===== src/rtl/mem_issue_queue.sv =====
`default_nettype none
// ============================================================================
//  Module   : mem_issue_queue
//  Brief    : In-order issue queue for loads/stores ahead of the memory pipe.
//  Revision : 1.0
// ============================================================================

package mem_iq_pkg;
    typedef struct packed {
        logic        i_valid;
        logic [31:0] pc;
        logic [31:0] inst;
        logic [4:0]  rd;
        logic [31:0] imm;
        logic [31:0] rs1_data;
        logic [31:0] rs2_data;
    } instr_pkt;
endpackage

module mem_issue_queue
    import mem_iq_pkg::*;
#(
    parameter int DEPTH     = 8,
    parameter int PHYS_W    = 6,
    parameter int CDB_PORTS = 3
) (
    input  logic                               clk,
    input  logic                               rst,
    input  logic                               br_flush,
    input  logic                               disp_valid,
    output logic                               disp_ready,
    input  instr_pkt                           disp_pkt,
    input  logic                               disp_is_store,
    input  logic [PHYS_W-1:0]                  disp_ps1,
    input  logic [PHYS_W-1:0]                  disp_ps2,
    input  logic                               disp_ps1_rdy,
    input  logic                               disp_ps2_rdy,
    input  logic [CDB_PORTS-1:0]               cdb_valid,
    input  logic [CDB_PORTS-1:0][PHYS_W-1:0]   cdb_pd,
    input  logic                               stall_load,
    input  logic                               stall_store,
    output instr_pkt                           mem_iss,
    output logic                               is_store,
    output logic [PHYS_W-1:0]                  iss_ps1,
    output logic [PHYS_W-1:0]                  iss_ps2,
    output logic                               stall_mem_latch,
    output logic [$clog2(DEPTH):0]             count
);

    localparam int c_PTR_W = $clog2(DEPTH);
    localparam int c_CNT_W = c_PTR_W + 1;

    logic [DEPTH-1:0]   r_valid;
    logic [DEPTH-1:0]   r_rdy1;
    logic [DEPTH-1:0]   r_rdy2;
    logic [DEPTH-1:0]   r_store;
    instr_pkt           r_pkt [DEPTH];
    logic [PHYS_W-1:0]  r_ps1 [DEPTH];
    logic [PHYS_W-1:0]  r_ps2 [DEPTH];
    logic [c_PTR_W-1:0] r_head;
    logic [c_PTR_W-1:0] r_tail;
    logic [c_CNT_W-1:0] r_count;
    logic               r_stall_latch;

    logic [DEPTH-1:0]   w_wake1;
    logic [DEPTH-1:0]   w_wake2;
    logic               w_enq;
    logic               w_enq_rdy1;
    logic               w_enq_rdy2;
    logic               w_head_valid;
    logic               w_head_opready;
    logic               w_head_stalled;
    logic               w_issue;

    // Tag 0 is the hardwired-ready register and must never be woken by the CDB.
    function automatic logic f_cdb_hit(
        input logic [PHYS_W-1:0]                tag,
        input logic [CDB_PORTS-1:0]             vld,
        input logic [CDB_PORTS-1:0][PHYS_W-1:0] pd
    );
        logic hit;
        hit = 1'b0;
        for (int p = 0; p < CDB_PORTS; p++) begin
            if (vld[p] && (pd[p] == tag)) begin
                hit = 1'b1;
            end
        end
        return hit && (tag != '0);
    endfunction

    generate
        for (genvar g = 0; g < DEPTH; g++) begin : g_wake
            assign w_wake1[g] = f_cdb_hit(r_ps1[g], cdb_valid, cdb_pd);
            assign w_wake2[g] = f_cdb_hit(r_ps2[g], cdb_valid, cdb_pd);
        end
    endgenerate

    assign disp_ready     = (r_count < c_CNT_W'(DEPTH));
    assign w_enq          = disp_valid && disp_ready && !br_flush;
    assign w_enq_rdy1     = disp_ps1_rdy || f_cdb_hit(disp_ps1, cdb_valid, cdb_pd);
    assign w_enq_rdy2     = !disp_is_store || disp_ps2_rdy || f_cdb_hit(disp_ps2, cdb_valid, cdb_pd);

    assign w_head_valid   = r_valid[r_head];
    assign w_head_opready = w_head_valid && r_rdy1[r_head] && r_rdy2[r_head];
    assign w_head_stalled = r_store[r_head] ? stall_store : stall_load;
    assign w_issue        = w_head_opready && !w_head_stalled && !br_flush;

    always_ff @(posedge clk or posedge rst) begin
        if (rst) begin
            r_valid       <= '0;
            r_rdy1        <= '0;
            r_rdy2        <= '0;
            r_head        <= '0;
            r_tail        <= '0;
            r_count       <= '0;
            r_stall_latch <= 1'b0;
        end else if (br_flush) begin
            r_valid       <= '0;
            r_head        <= '0;
            r_tail        <= '0;
            r_count       <= '0;
            r_stall_latch <= 1'b0;
        end else begin
            for (int e = 0; e < DEPTH; e++) begin
                if (w_wake1[e]) r_rdy1[e] <= 1'b1;
                if (w_wake2[e]) r_rdy2[e] <= 1'b1;
            end
            if (w_issue) begin
                r_valid[r_head] <= 1'b0;
                r_head          <= r_head + c_PTR_W'(1);
            end
            // Enqueue never targets the head slot while it is valid (no full-bypass).
            if (w_enq) begin
                r_valid[r_tail] <= 1'b1;
                r_rdy1[r_tail]  <= w_enq_rdy1;
                r_rdy2[r_tail]  <= w_enq_rdy2;
                r_tail          <= r_tail + c_PTR_W'(1);
            end
            case ({w_enq, w_issue})
                2'b10:   r_count <= r_count + c_CNT_W'(1);
                2'b01:   r_count <= r_count - c_CNT_W'(1);
                default: r_count <= r_count;
            endcase
            r_stall_latch <= w_head_opready && w_head_stalled;
        end
    end

    // Payload needs no reset: it is only observed behind a valid bit.
    always_ff @(posedge clk) begin
        if (w_enq) begin
            r_pkt[r_tail]   <= disp_pkt;
            r_store[r_tail] <= disp_is_store;
            r_ps1[r_tail]   <= disp_ps1;
            r_ps2[r_tail]   <= disp_ps2;
        end
    end

    always_comb begin
        mem_iss  = '0;
        is_store = 1'b0;
        iss_ps1  = '0;
        iss_ps2  = '0;
        if (w_head_valid) begin
            mem_iss  = r_pkt[r_head];
            is_store = r_store[r_head];
            iss_ps1  = r_ps1[r_head];
            iss_ps2  = r_ps2[r_head];
        end
        mem_iss.i_valid = w_issue;
    end

    assign stall_mem_latch = r_stall_latch;
    assign count           = r_count;

endmodule

`default_nettype wire


===== config.mk =====
export PLATFORM = sky130hd
export DESIGN_NAME = mem_issue_queue
export DESIGN_NICKNAME = d
export VERILOG_FILES = /design/src/rtl/mem_issue_queue.sv
export SDC_FILE = /design/constraint.sdc
export NUM_CORES = 2
export LEC_CHECK = 0
export CORE_ASPECT_RATIO = 1.2
export CORE_MARGIN = 10
export CORE_UTILIZATION = 40
export DETAILED_ROUTE_END_ITERATION = 7
export GPL_TIMING_DRIVEN = 0
export PLACE_DENSITY_LB_ADDON = 0.3
export SETUP_SLACK_MARGIN = 0.1
export SLEW_MARGIN = 15
export SYNTH_ARGS = -nofsm -noshare
export SYNTH_HDL_FRONTEND = slang
export SYNTH_SLANG_ARGS = --single-unit

===== constraint.sdc =====
create_clock -name clk -period 8.08 [get_ports clk]
set_input_delay 1.616 -clock clk [delete_from_list [all_inputs] [get_ports clk]]
set_output_delay 1.616 -clock clk [all_outputs]
set_load 0.02 [all_outputs]

# ---- Word level (Yosys, flattened, before mapping)
# Memory sizes are Yosys's and may differ from the RTL's.
# Index checks and enable logic that the tools add are counted.
dict set report totals {
  regBits 43
  ram_bits 1424
  in_bits 208
  output_inout_bits 185
  n_memories 3
}
dict set report op_classes {
  addsub 4
  order_cmp 5
  n_eq_ne 56
  muxes 121
  n_bitwise 3
  n_reduce_logical 108
}
# memory words word_bits read_ports rd_ports_with_merged_regs wr line_no
set mem_list {}
lappend mem_list {r_pkt 8 166 1 0 1 57} ;# instr_pkt r_pkt [DEPTH];
lappend mem_list {r_ps1 8 6 9 0 1 58} ;# logic [PHYS_W-1:0] r_ps1 [DEPTH];
lappend mem_list {r_ps2 8 6 9 0 1 59} ;# logic [PHYS_W-1:0] r_ps2 [DEPTH];
# op n
set op_table {}
lappend op_table {{6-bit equality test} 54}
lappend op_table {{165-bit two-way mux} 1}
lappend op_table {{6-bit nonzero test} 18}
lappend op_table {{1-bit two-way mux} 97}
lappend op_table {{1-bit logical AND} 81}
lappend op_table {{8-bit two-way mux} 6}
lappend op_table {{8-bit bitwise mux} 3}
lappend op_table {{1-bit binary-select mux with 3-bit select} 4}
lappend op_table {{3-bit two-way mux} 4}
lappend op_table {{6-bit two-way mux} 2}
lappend op_table {{8-bit AND} 1}
lappend op_table {{3-bit by 4-bit less-than comparator with 1-bit output (second input constant)} 2}
lappend op_table {{8-bit NOT} 1}
lappend op_table {{8-bit OR} 1}
lappend op_table {{4-bit one-hot mux with 2 select lines} 1}
lappend op_table {{3-bit by 1-bit adder with 3-bit output (second input constant)} 2}
lappend op_table {{1-bit demux with 3-bit select} 2}
lappend op_table {{3-bit by 1-bit >= comparator with 1-bit output (second input constant)} 2}
lappend op_table {{4-bit by 1-bit adder with 4-bit output (second input constant)} 1}
lappend op_table {{4-bit less-than comparator (second input constant)} 1}
lappend op_table {{4-bit two-way mux} 1}
lappend op_table {{2-bit nonzero test} 2}
lappend op_table {{4-bit by 1-bit subtractor with 4-bit output (second input constant)} 1}
lappend op_table {{1-bit zero test} 3}
lappend op_table {{4 further kinds} 6}

# ---- Longest topological paths before layout
dict set report logic_depth {
  depth_word 11
  ltp_mapped 13
  ltp_nobuf 11
}

# ---- Least setup slack after synthesis
# Ideal clock, no wire load.
dict set report synth_path {
  kind {in2reg}
  start {input disp_valid}
  end {register r_rdy1[6]}
  arrival_ns 5.931
  required_ns 7.709
  slack_ns 1.778
  stages 5
  n_path_buf 0
  cell_sequence {nand2b_1 nor3_1 nand3_1 inv_1 a221oi_1}
}
dict set report synth_between {
  elab_chain_len 3
}
# item line_no
set synth_rtl {}
lappend synth_rtl {{start: declaration} 30} ;# input logic disp_valid,
lappend synth_rtl {{1-bit logical AND (2 in a row)} 99} ;# assign w_enq = disp_valid && disp_ready && !br_flush;
lappend synth_rtl {{8-bit two-way mux} 133} ;# if (w_enq) begin
lappend synth_rtl {{end signal: indexed assignment} 135} ;# r_rdy1[r_tail] <= w_enq_rdy1;
lappend synth_rtl {{end: declaration} 54} ;# logic [DEPTH-1:0] r_rdy1;
# No other way between the ends.
# A chain may end at the register's enable or synchronous reset.

==> results.json <==
{
  "outcome": "completed",
  "grt_pass1_vias": 33302,
  "fin_util": 0.478,
  "core_area_um2": 149000,
  "crit_fanout": 11,
  "final_cell_mix": "edfxtp_1, nand2_1, clkdlybuf4s50_1",
  "grt_pass1_wl_mm": 238,
  "synth-warning-count": 0,
  "drc": 0,
  "synth_fp_nets": 3420,
  "ctsRootBufferMaster": "clkbuf_16",
  "skew_ns": 0.0463,
  "final_max_slew_viol_count": 0,
  "cts.sinks": 1459,
  "clock_tree.buffer_depth": 3,
  "rsz0062_at_grt": "false",
  "antenna_found_initial": 25,
  "fin_nets": 3960,
  "cap_violations": 0,
  "ys.flop_type": "edfxtp_1",
  "seq_area_frac_synth": 0.731,
  "wl_mm": 164,
  "power_frac_clock": 0.414,
  "via_count": 32532,
  "cts_resized": 0,
  "slowest_delay_ns": 0.97,
  "min_from": "r_valid[3]",
  "die_w_um": 373,
  "post-route-period-util": 0.802,
  "hpwl_mm": 101,
  "post-place-ws_ns": 2.35,
  "grt.total_usage": 0.195,
  "initial_core_util": 0.402,
  "die_h_um": 443,
  "p_sw_frac": 0.212,
  "power_leakage_nw": 22.1,
  "crit_type": "reg2out",
  "insertion_delay_ns": 0.82,
  "endpoint_kind": "primary output",
  "ant_nets": 0,
  "dieArea_um2": 165000,
  "htreeDepth": 4,
  "drt-initial-drc-count": 3171,
  "drive_gt1_frac": 0.171,
  "cp-startpoint": "r_head[1]",
  "critical_path.cell_chain": "clkbuf_1, clkbuf_1, buf_1, nand2_1, a21oi_1, clkdlybuf4s50_1",
  "fillers": 12496,
  "cts_tree": "yes",
  "setup_viol": 0,
  "wl_per_cell_um": 28.2,
  "numCtsBuffers": 149,
  "drt-pass1-iter-count": 6,
  "min_period_ns": 6.48,
  "rows": 155,
  "ys_seq_elements": 1459,
  "ctsHoldBuffers": 0,
  "syn_area_um2": 59700,
  "path_clk_slew_ns": 0.06,
  "power.internal_mw": 12.5,
  "avgSynthCellArea_um2": 18.6,
  "critPathRequiredTime_ns": 6.46,
  "synth_cell_type_count": 51,
  "comb_power_share": 0.052,
  "max_slew_margin": 0.175,
  "cts_setup_buffers": 0,
  "hold_violations": 0,
  "p_per_area_nw_per_um2": 223,
  "synthCells": 3208,
  "worstHoldPathType": "reg2reg",
  "worst_pin_slew_ns": 1.24,
  "ys_async_sr_fraction": 0.0240,
  "grt_max_degree": 76,
  "worst_slack_ns": 1.60,
  "gp_congestion": 0.901,
  "sequentialPowerShare": 0.534,
  "p_switching_mw": 3.37,
  "pin_count": 393,
  "arrival_ns": 4.86,
  "cpMaxStageDelayCell": "clkbuf_1",
  "syn2layout_area_growth_pct": 19.0,
  "fmax_mhz": 154,
  "viasPerCell": 5.58,
  "placement.io_buffers": 370,
  "reg2reg_from": "r_head[1]",
  "cp-start-kind": "register",
  "crit_top_cell": "clkbuf_1",
  "layout_commonest_cell": "edfxtp_1",
  "peakVddDrop_mv": 0.222,
  "grt-ovfl-total": 0,
  "synth_edf_count": 1424
}
-- synth_stat cells, drive strengths merged (11+ instances only) --
| cell | number | share of area |
|---|---|---|
| nand2 | 373 | 0.023 |
| or4 | 20 | 0.0025 |
| nor4 | 48 | 0.0050 |
| inv | 28 | 0.0018 |
| nand4 | 55 | 0.0059 |
| dfrtp | 35 | 0.015 |
| nor3 | 22 | 0.0019 |
| buf | 78 | 0.0066 |
| xnor2 | 181 | 0.027 |
| edfxtp | 1424 | 0.72 |
| clkbuf | 112 | 0.0070 |
| or3 | 14 | 0.0015 |
| o31ai | 12 | 0.0015 |
| xor2 | 149 | 0.022 |
| nor2 | 27 | 0.0017 |
| mux4 | 357 | 0.13 |
| a21oi | 185 | 0.016 |
| a221oi | 15 | 0.0022 |
| nand3 | 11 | 0.00092 |
-- sequential cells by signal (all words and copies together) (netlist names) --
| name | cells |
|---|---|
| r_store | 8 |
| r_valid | 8 |
| count | 4 |
| r_rdy1 | 8 |
| stall_mem_latch | 1 |
| r_ps1 | 48 |
| r_tail | 3 |
| r_pkt | 1320 |
| r_ps2 | 48 |
| r_rdy2 | 8 |
| r_head | 3 |
-- per-layer routing --
layer  vias up  GRT usage  part of all wire
met4        26     0.0590             0.028
met1     17106      0.255              0.41
li1      13850          -                 -
met5         -          0           0.00099
met3       288     0.0455             0.071
met2      1262      0.322              0.49
-- final timing paths --
| kind | cells after the start | slack, ns | to |
|---|---|---|---|
| max in group asynchronous | 2 | 6.24 | r_valid[7] |
| min reg2reg | 2 | 0.56 | r_valid[3] |
| min | 2 | 0.56 | r_valid[3] |
| max reg2reg | 12 | 4.17 | count[2] |
| min in group asynchronous | 2 | 1.27 | r_tail[0] |
| max | 6 | 1.60 | mem_iss[92] |
-- worst max-delay path, delay by kind of cell (launching register included) --
kind | cells | cell delay [ns]
buf+inv | 4 | 2.99
flops | 1 | 0.47
compound gates | 1 | 0.45
simple gates | 1 | 0.10
-- power by group through the flow --
| stage | registers (mW) | clock network (mW) | logic [mW] |
|---|---|---|---|
| global placement | 8.65 | 0 | 0.808 |
| floorplan | 8.63 | 0 | 0.382 |
| global route | 8.46 | 6.99 | 0.886 |
| detailed placement | 8.62 | 0 | 0.835 |
| finish | 8.46 | 6.56 | 0.830 |
| CTS | 8.46 | 6.71 | 0.838 |
-- cell type report --
cell class / instances / area (µm²) / area share
Timing Repair Buffer: 389 / 4210 / 0.0593
Buffer: 190 / 823 / 0.0116
Clock buffer: 196 / 4030 / 0.0568
Tap cell: 1962 / 2450 / 0.0346
Clock inverter: 66 / 559 / 0.00787
Multi-Input combinational cell: 1530 / 15100 / 0.213
Antenna cell: 4 / 10.0 / 0.000141
Inverter: 29 / 169 / 0.00238
Sequential cell: 1459 / 43600 / 0.614
-- through the flow --
stage | cell area (µm²) | TNS [ns] | hold WS (ns) | total power, mW | std cells
after floorplan | 59700 | 0 | 0.504 | 9.01 | 3208
after detailed placement | 66400 | 0 | 0.532 | 9.45 | 5559
final | 71000 | 0 | 0.556 | 15.9 | 5825
after CTS | 71000 | 0 | 0.553 | 16.0 | 5821
after global placement | 65900 | -3203.15 | 0.533 | 9.46 | 5540
after global routing | 71000 | 0 | 0.574 | 16.3 | 5823
-- cell families after synthesis --
group,share of synthesized area
adder cells (fa/ha/maj),0.000838
XOR/XNOR,0.0488
multiplexers,0.136
buffers and inverters,0.0155
flip-flops,0.731
AND/OR/NAND/NOR,0.0449
AO/OA/AOI/OAI,0.0234
(Power assumes the default switching activity.)
